--- src/rtl/ifid_skid_stage.sv ---
// rtl/ifid_skid_stage.sv - IF/ID register with two-entry skid buffer; optional stall counter under IFID_STALL_CNT_EN
module ifid_skid_stage #(
  parameter int               XLEN     = 32,
  parameter int               ILEN     = 32,
  parameter logic [ILEN-1:0]  NOP_INST = ILEN'(32'h00000013),
  parameter int               CNT_W    = 16
) (
  input  logic             clk,
  input  logic             rst,
  input  logic             in_valid,
  output logic             in_ready,
  input  logic [XLEN-1:0]  in_pc,
  input  logic [XLEN-1:0]  in_pc4,
  input  logic [ILEN-1:0]  in_inst,
  input  logic             in_bubble,
  input  logic             flush,
  output logic             out_valid,
  input  logic             out_ready,
  output logic [XLEN-1:0]  out_pc,
  output logic [XLEN-1:0]  out_pc4,
  output logic [ILEN-1:0]  out_inst,
  output logic             out_bubble
`ifdef IFID_STALL_CNT_EN
  ,
  output logic [CNT_W-1:0] stall_cnt
`endif
);

  typedef struct packed {
    logic [XLEN-1:0] pc;
    logic [XLEN-1:0] pc4;
    logic [ILEN-1:0] inst;
    logic            bubble;
  } entry_t;

  typedef enum logic [1:0] {
    ST_EMPTY = 2'd0,
    ST_ONE   = 2'd1,
    ST_TWO   = 2'd2
  } state_t;

  state_t state_q, state_d;
  entry_t main_q, skid_q, in_ent;
  logic   accept, consume;
  logic   load_main_in, load_main_skid, load_skid;

  assign in_ent = {in_pc, in_pc4, in_inst, in_bubble};

  // Handshakes decode from the state register only, so out_ready never reaches in_ready.
  assign in_ready  = (state_q != ST_TWO);
  assign out_valid = (state_q != ST_EMPTY);
  assign accept    = in_valid & in_ready;
  assign consume   = out_valid & out_ready;

  // State register; reset discards anything held.
  always_ff @(posedge clk or negedge rst) begin
    if (!rst) begin
      state_q <= ST_EMPTY;
    end else begin
      state_q <= state_d;
    end
  end

  // Next state and entry-register load selects; flush overrides every transition.
  always_comb begin
    state_d        = state_q;
    load_main_in   = 1'b0;
    load_main_skid = 1'b0;
    load_skid      = 1'b0;
    case (state_q)
      ST_EMPTY: begin
        if (accept) begin
          state_d      = ST_ONE;
          load_main_in = 1'b1;
        end
      end
      ST_ONE: begin
        if (accept && consume) begin
          load_main_in = 1'b1;
        end else if (accept) begin
          state_d   = ST_TWO;
          load_skid = 1'b1;
        end else if (consume) begin
          state_d = ST_EMPTY;
        end
      end
      ST_TWO: begin
        if (consume) begin
          state_d        = ST_ONE;
          load_main_skid = 1'b1;
        end
      end
      default: begin
        state_d = ST_EMPTY;
      end
    endcase
    if (flush) begin
      state_d        = ST_EMPTY;
      load_main_in   = 1'b0;
      load_main_skid = 1'b0;
      load_skid      = 1'b0;
    end
  end

  // MAIN holds the entry presented to decode; refilled from upstream or from SKID.
  always_ff @(posedge clk or negedge rst) begin
    if (!rst) begin
      main_q <= '0;
    end else if (load_main_in) begin
      main_q <= in_ent;
    end else if (load_main_skid) begin
      main_q <= skid_q;
    end
  end

  // SKID catches the entry accepted while decode is stalled on MAIN.
  always_ff @(posedge clk or negedge rst) begin
    if (!rst) begin
      skid_q <= '0;
    end else if (load_skid) begin
      skid_q <= in_ent;
    end
  end

  // Present MAIN when valid, otherwise a NOP bubble with zeroed PCs.
  always_comb begin
    out_pc     = '0;
    out_pc4    = '0;
    out_inst   = NOP_INST;
    out_bubble = 1'b1;
    if (out_valid) begin
      out_pc     = main_q.pc;
      out_pc4    = main_q.pc4;
      out_inst   = main_q.inst;
      out_bubble = main_q.bubble;
    end
  end

`ifdef IFID_STALL_CNT_EN
  logic [CNT_W-1:0] stall_cnt_q;

  // Saturating count of cycles where decode refuses a valid entry; only reset clears it.
  always_ff @(posedge clk or negedge rst) begin
    if (!rst) begin
      stall_cnt_q <= '0;
    end else if (out_valid && !out_ready && (stall_cnt_q != {CNT_W{1'b1}})) begin
      stall_cnt_q <= stall_cnt_q + CNT_W'(1);
    end
  end

  assign stall_cnt = stall_cnt_q;
`else
  localparam int cnt_w_unused = CNT_W;
`endif

endmodule

--- config.mk ---
export PLATFORM = sky130hd
export DESIGN_NAME = ifid_skid_stage
export DESIGN_NICKNAME = d
export VERILOG_FILES = /design/src/rtl/ifid_skid_stage.sv
export SDC_FILE = /design/constraint.sdc
export NUM_CORES = 1
export LEC_CHECK = 0
export BUFFER_PORTS_ARGS = -buffer_cell sky130_fd_sc_hd__buf_4
export CAP_MARGIN = 20
export CORE_ASPECT_RATIO = 0.6
export CORE_MARGIN = 8
export CORE_UTILIZATION = 49
export DETAILED_ROUTE_END_ITERATION = 6
export PLACE_DENSITY = 0.88
export SLEW_MARGIN = 20
export SYNTH_ARGS = -nofsm -noshare
export SYNTH_HDL_FRONTEND = slang
export SYNTH_SLANG_ARGS = --single-unit
--- constraint.sdc ---
create_clock -name clk -period 1.9 [get_ports clk]
set_clock_uncertainty 0.2 [all_clocks]
set_input_delay 0.285 -clock clk [delete_from_list [all_inputs] [get_ports clk]]
set_output_delay 0.285 -clock clk [all_outputs]
set_load 0.02 [all_outputs]
After elaboration in Yosys (flattened, before gate mapping)
Cells that the tools add are included.

Input port bits: 102. Bits in registers: 196. Logic and storage cells: 46. Output and inout port bits: 99.

Reductions and logical operators: 5. Muxes and demuxes: 23. Bitwise gates (word level): 2. Equal/unequal tests: 7.

Operators by type and width (number): $mux W97 (2); $mux W32 (3); $mux W2 (6); $mux W1 (10); $ne A3 B3 Y1 const B (3); $pmux W2 S3 (1); $ne A4 B4 Y1 const B (1); $reduce_and A4 Y1 (1); $reduce_bool A2 Y1 (2); $and A1 B1 Y1 (2); $eq A2 B1 Y1 const B (1); $eq A2 B2 Y1 const B (1); $logic_not A2 Y1 (1); $ne A2 B2 Y1 const B (1); $pmux W1 S2 (1); $logic_and A1 B1 Y1 (1).

Depth between registers and ports, before layout
Depth in word-level cells: 7. Gate-level depth with buffers: 6. Depth with buffers taken out: 3.

Least setup slack after synthesis
No wires, ideal clock.

Kind: reg-to-output. Start: register state_q[1]. End: output out_inst[10]. Arrival: 1.463 ns. Stages on the path, launching flop included: 6. Required time: 1.415 ns. Path slack: -0.048 ns. Buffers on the path: 3. Path through: dfrtp_1 or2_2 clkbuf_1 clkbuf_1 clkbuf_1 and2_1.

Longest elaborated chain between the ends: 2.

RTL lines: from (decl) (RTL line 42) `state_t state_q, state_d;`; from (signal assigned) (RTL line 60) `state_q <= state_d;`; $reduce_bool A2 Y1 (RTL line 51) `assign out_valid = (state_q != ST_EMPTY);`; $mux W32 (RTL line 131) `if (out_valid) begin`; to (decl) (RTL line 21) `output logic [ILEN-1:0] out_inst,`.

Every way passes these cells.

Worst setup path after layout
Start: register state_q[0]. End: output out_pc[0].

Longest elaborated chain between the ends: 2.

RTL lines: $reduce_bool A2 Y1 (RTL line 51); $mux W32 (RTL line 131); to (decl) (RTL line 19) `output logic [XLEN-1:0] out_pc,`.

Every way passes these cells.

==> results.json <==
{
  "drt-initial-drc-count": 671,
  "grt_pass1_vias": 7454,
  "rsz0062_at_grt": "true",
  "fp.dieArea_um2": 22100,
  "clock-sinks": 196,
  "ys_ff_latch": 196,
  "vdd_drop_max_mv": 0.599,
  "root_buffer": "clkbuf_16",
  "cp.required_ns": 1.41,
  "pwr_density_cell_nw_per_um2": 894,
  "start_util": 0.501,
  "violations": "negative setup slack",
  "insertion_delay_ns": 0.43,
  "syn2layout_area_growth_pct": 58.3,
  "port_buffers": 200,
  "grt_pass1_wl_um": 42500,
  "rows": 37,
  "dp_hpwl_um": 15400,
  "synthMuxAreaShare": 0.132,
  "synth_top_family_by_area": "simple AND/OR/NAND/NOR gates",
  "fill_cells": 918,
  "drive_above_1_share": 0.453,
  "hold_viol": 0,
  "setup_violations": 293,
  "synthCells": 654,
  "yosysWarningCount": 0,
  "power_leakage_nw": 6.35,
  "slew_headroom": 0.730,
  "hold_class": "primary input to asynchronous set/reset pin",
  "cts_max_path_buffers": 2,
  "h-tree-depth": 4,
  "crit_path_start_kind": "flip-flop",
  "period_share": 1.14,
  "multi_input_area_um2": 3660,
  "yosysUniqueCellTypes": 21,
  "utilization": 0.793,
  "worstMarginPinSlew_ns": 0.405,
  "vias": 7089,
  "ff_latch_area_um2": 4910,
  "drt_wl_total_um": 29100,
  "viasPerCell": 5.62,
  "end_kind": "primary output",
  "grt_antenna_before_repair": 3,
  "synth_nets": 756,
  "synth-compound-area-share": 0.115,
  "gp_congestion": 0.804,
  "synth_xor_area_frac": 0,
  "crit_fanout": 35,
  "io_pins": 201,
  "r2r_setup_slack_ns": -0.25,
  "hold_ws_ns": 0.127,
  "yosysSeqAreaShare": 0.571,
  "synthSimpleGateAreaFrac": 0.151,
  "die_h_um": 119,
  "track_usage": 0.238,
  "grt_remaining_overflow": 0,
  "slew_violations": 0,
  "ant_nets": 0,
  "synth.avg_cell_area_um2": 13.1,
  "nets": 1114,
  "cts_tree": "built",
  "maxCapViolations": 0,
  "syn_area_um2": 8580,
  "status": "complete, but fails checks",
  "cts_made_buffers": 17,
  "core_area_um2": 17100,
  "synth_fa_ha_area_frac": 0,
  "setup_slack_ns": -0.268,
  "clk_pin_slew_ns": 0.08,
  "dr.pass1.iters": 5,
  "grt_max_degree": 59,
  "criticalPathCategory": "flip-flop to primary output",
  "fmax_ghz": 0.461,
  "die_w_um": 187,
  "wl_per_cell_um": 23.0,
  "worst_ep_arrival_time_ns": 1.68,
  "layout_min_cycle_time_ns": 2.17,
  "drc": 0
}
cell usage in the layout, fill, tap and decap left out, types with 4 or more instances in the layout:
cell | Yosys | routed
nand2_8 | 0 | 4
a221o_1 | 95 | 95
clkbuf_16 | 0 | 26
buf_4 | 1 | 137
mux2_2 | 101 | 100
and2_4 | 0 | 30
dlygate4sd3_1 | 0 | 101
buf_12 | 0 | 22
nand2b_1 | 7 | 5
inv_8 | 0 | 4
buf_16 | 0 | 8
buf_6 | 6 | 106
and2_1 | 188 | 158
inv_6 | 0 | 5
dfrtp_1 | 196 | 194
flip-flops by register name, summed over array words and instances, names as in the netlist:
name / cells
main_q: 97
skid_q: 97
state_q: 2
cell usage after synthesis (all sizes together):
master  count  area share
nor2b       1     0.00073
a211oi      1     0.00087
mux2      101        0.13
or2         1     0.00073
nand3b      1     0.00087
dfrtp     196        0.57
or3b        1      0.0010
a21oi       3      0.0022
clkbuf     30       0.013
nor3b       1      0.0015
nand2       3      0.0013
a221o      95        0.11
nand2b      7      0.0051
buf        22       0.017
nor3        1      0.0012
o21ba       1      0.0012
and2      188        0.14
nor4bb      1      0.0012
final timing paths:
| path | from | end | cells past startpoint |
|---|---|---|---|
| min in group clk | in_valid | state_q[0] | 4 |
| hold / removal | rst | skid_q[25] | 2 |
| setup / recovery | state_q[0] | out_pc[0] | 4 |
| hold reg to reg | skid_q[7] | skid_q[7] | 1 |
| setup reg to reg | state_q[0] | main_q[91] | 8 |
| max in group asynchronous | rst | main_q[14] | 3 |
logic make-up after synthesis:
family / Yosys count
AO/OA/AOI/OAI: 100
AND/OR/NAND/NOR: 205
multiplexers: 101
buffers and inverters: 52
flip-flops: 196
per-stage QoR:
stage	std cells	power, mW	TNS, ns	setup WS (ns)	instance area [um2]
after global routing	1262	12.6	-67.46	-0.341	13600
final	1262	12.2	-49.63	-0.268	13600
after floorplan	654	6.92	0	0.00979	8590
after CTS	1229	11.9	-42.31	-0.272	12900
after detailed placement	1071	7.98	-4.55	-0.0764	10600
after global placement	1071	7.83	-0.0331	-0.0167	10600
metal layers:
metal | vias to the layer above | part of all wire | track usage
li1 | 3088 | - | -
met1 | 3625 | 0.42 | 0.302
met2 | 336 | 0.50 | 0.397
met3 | 40 | 0.064 | 0.0625
met4 | 0 | 0.015 | 0.0711
met5 | - | 0 | 0
critical path, cell delays in order, from the launching register on:
cell and delay [ns]:
dfrtp_2 0.40, or2_4 0.31, buf_12 0.18, and2_1 0.19, buf_4 0.16
cell type report:
type                    count  share of cell area
flip-flops and latches    196               0.361
clock buffers              18              0.0316
repair buffers            386               0.306
well taps                 234              0.0215
multi-input cells         411               0.269
clock inverters            14             0.00994
diodes                      3            0.000552
where the power goes:
| part | total [mW] | internal (mW) | switching [mW] |
|---|---|---|---|
| clock network | 3.51 | 1.75 | 1.75 |
| registers | 5.67 | 5.13 | 0.539 |
| logic | 2.98 | 1.76 | 1.22 |
repair_timing:
item,in CTS,in global routing
buffers inserted,17,13
cloned,9,17
pin swaps,5,9
gates resized for setup,114,54
endpoints found under the hold margin,392,0
endpoints found under the setup margin,189,293
hold buffers,101,0
No activity file was read; power rests on OpenSTA's default activity.
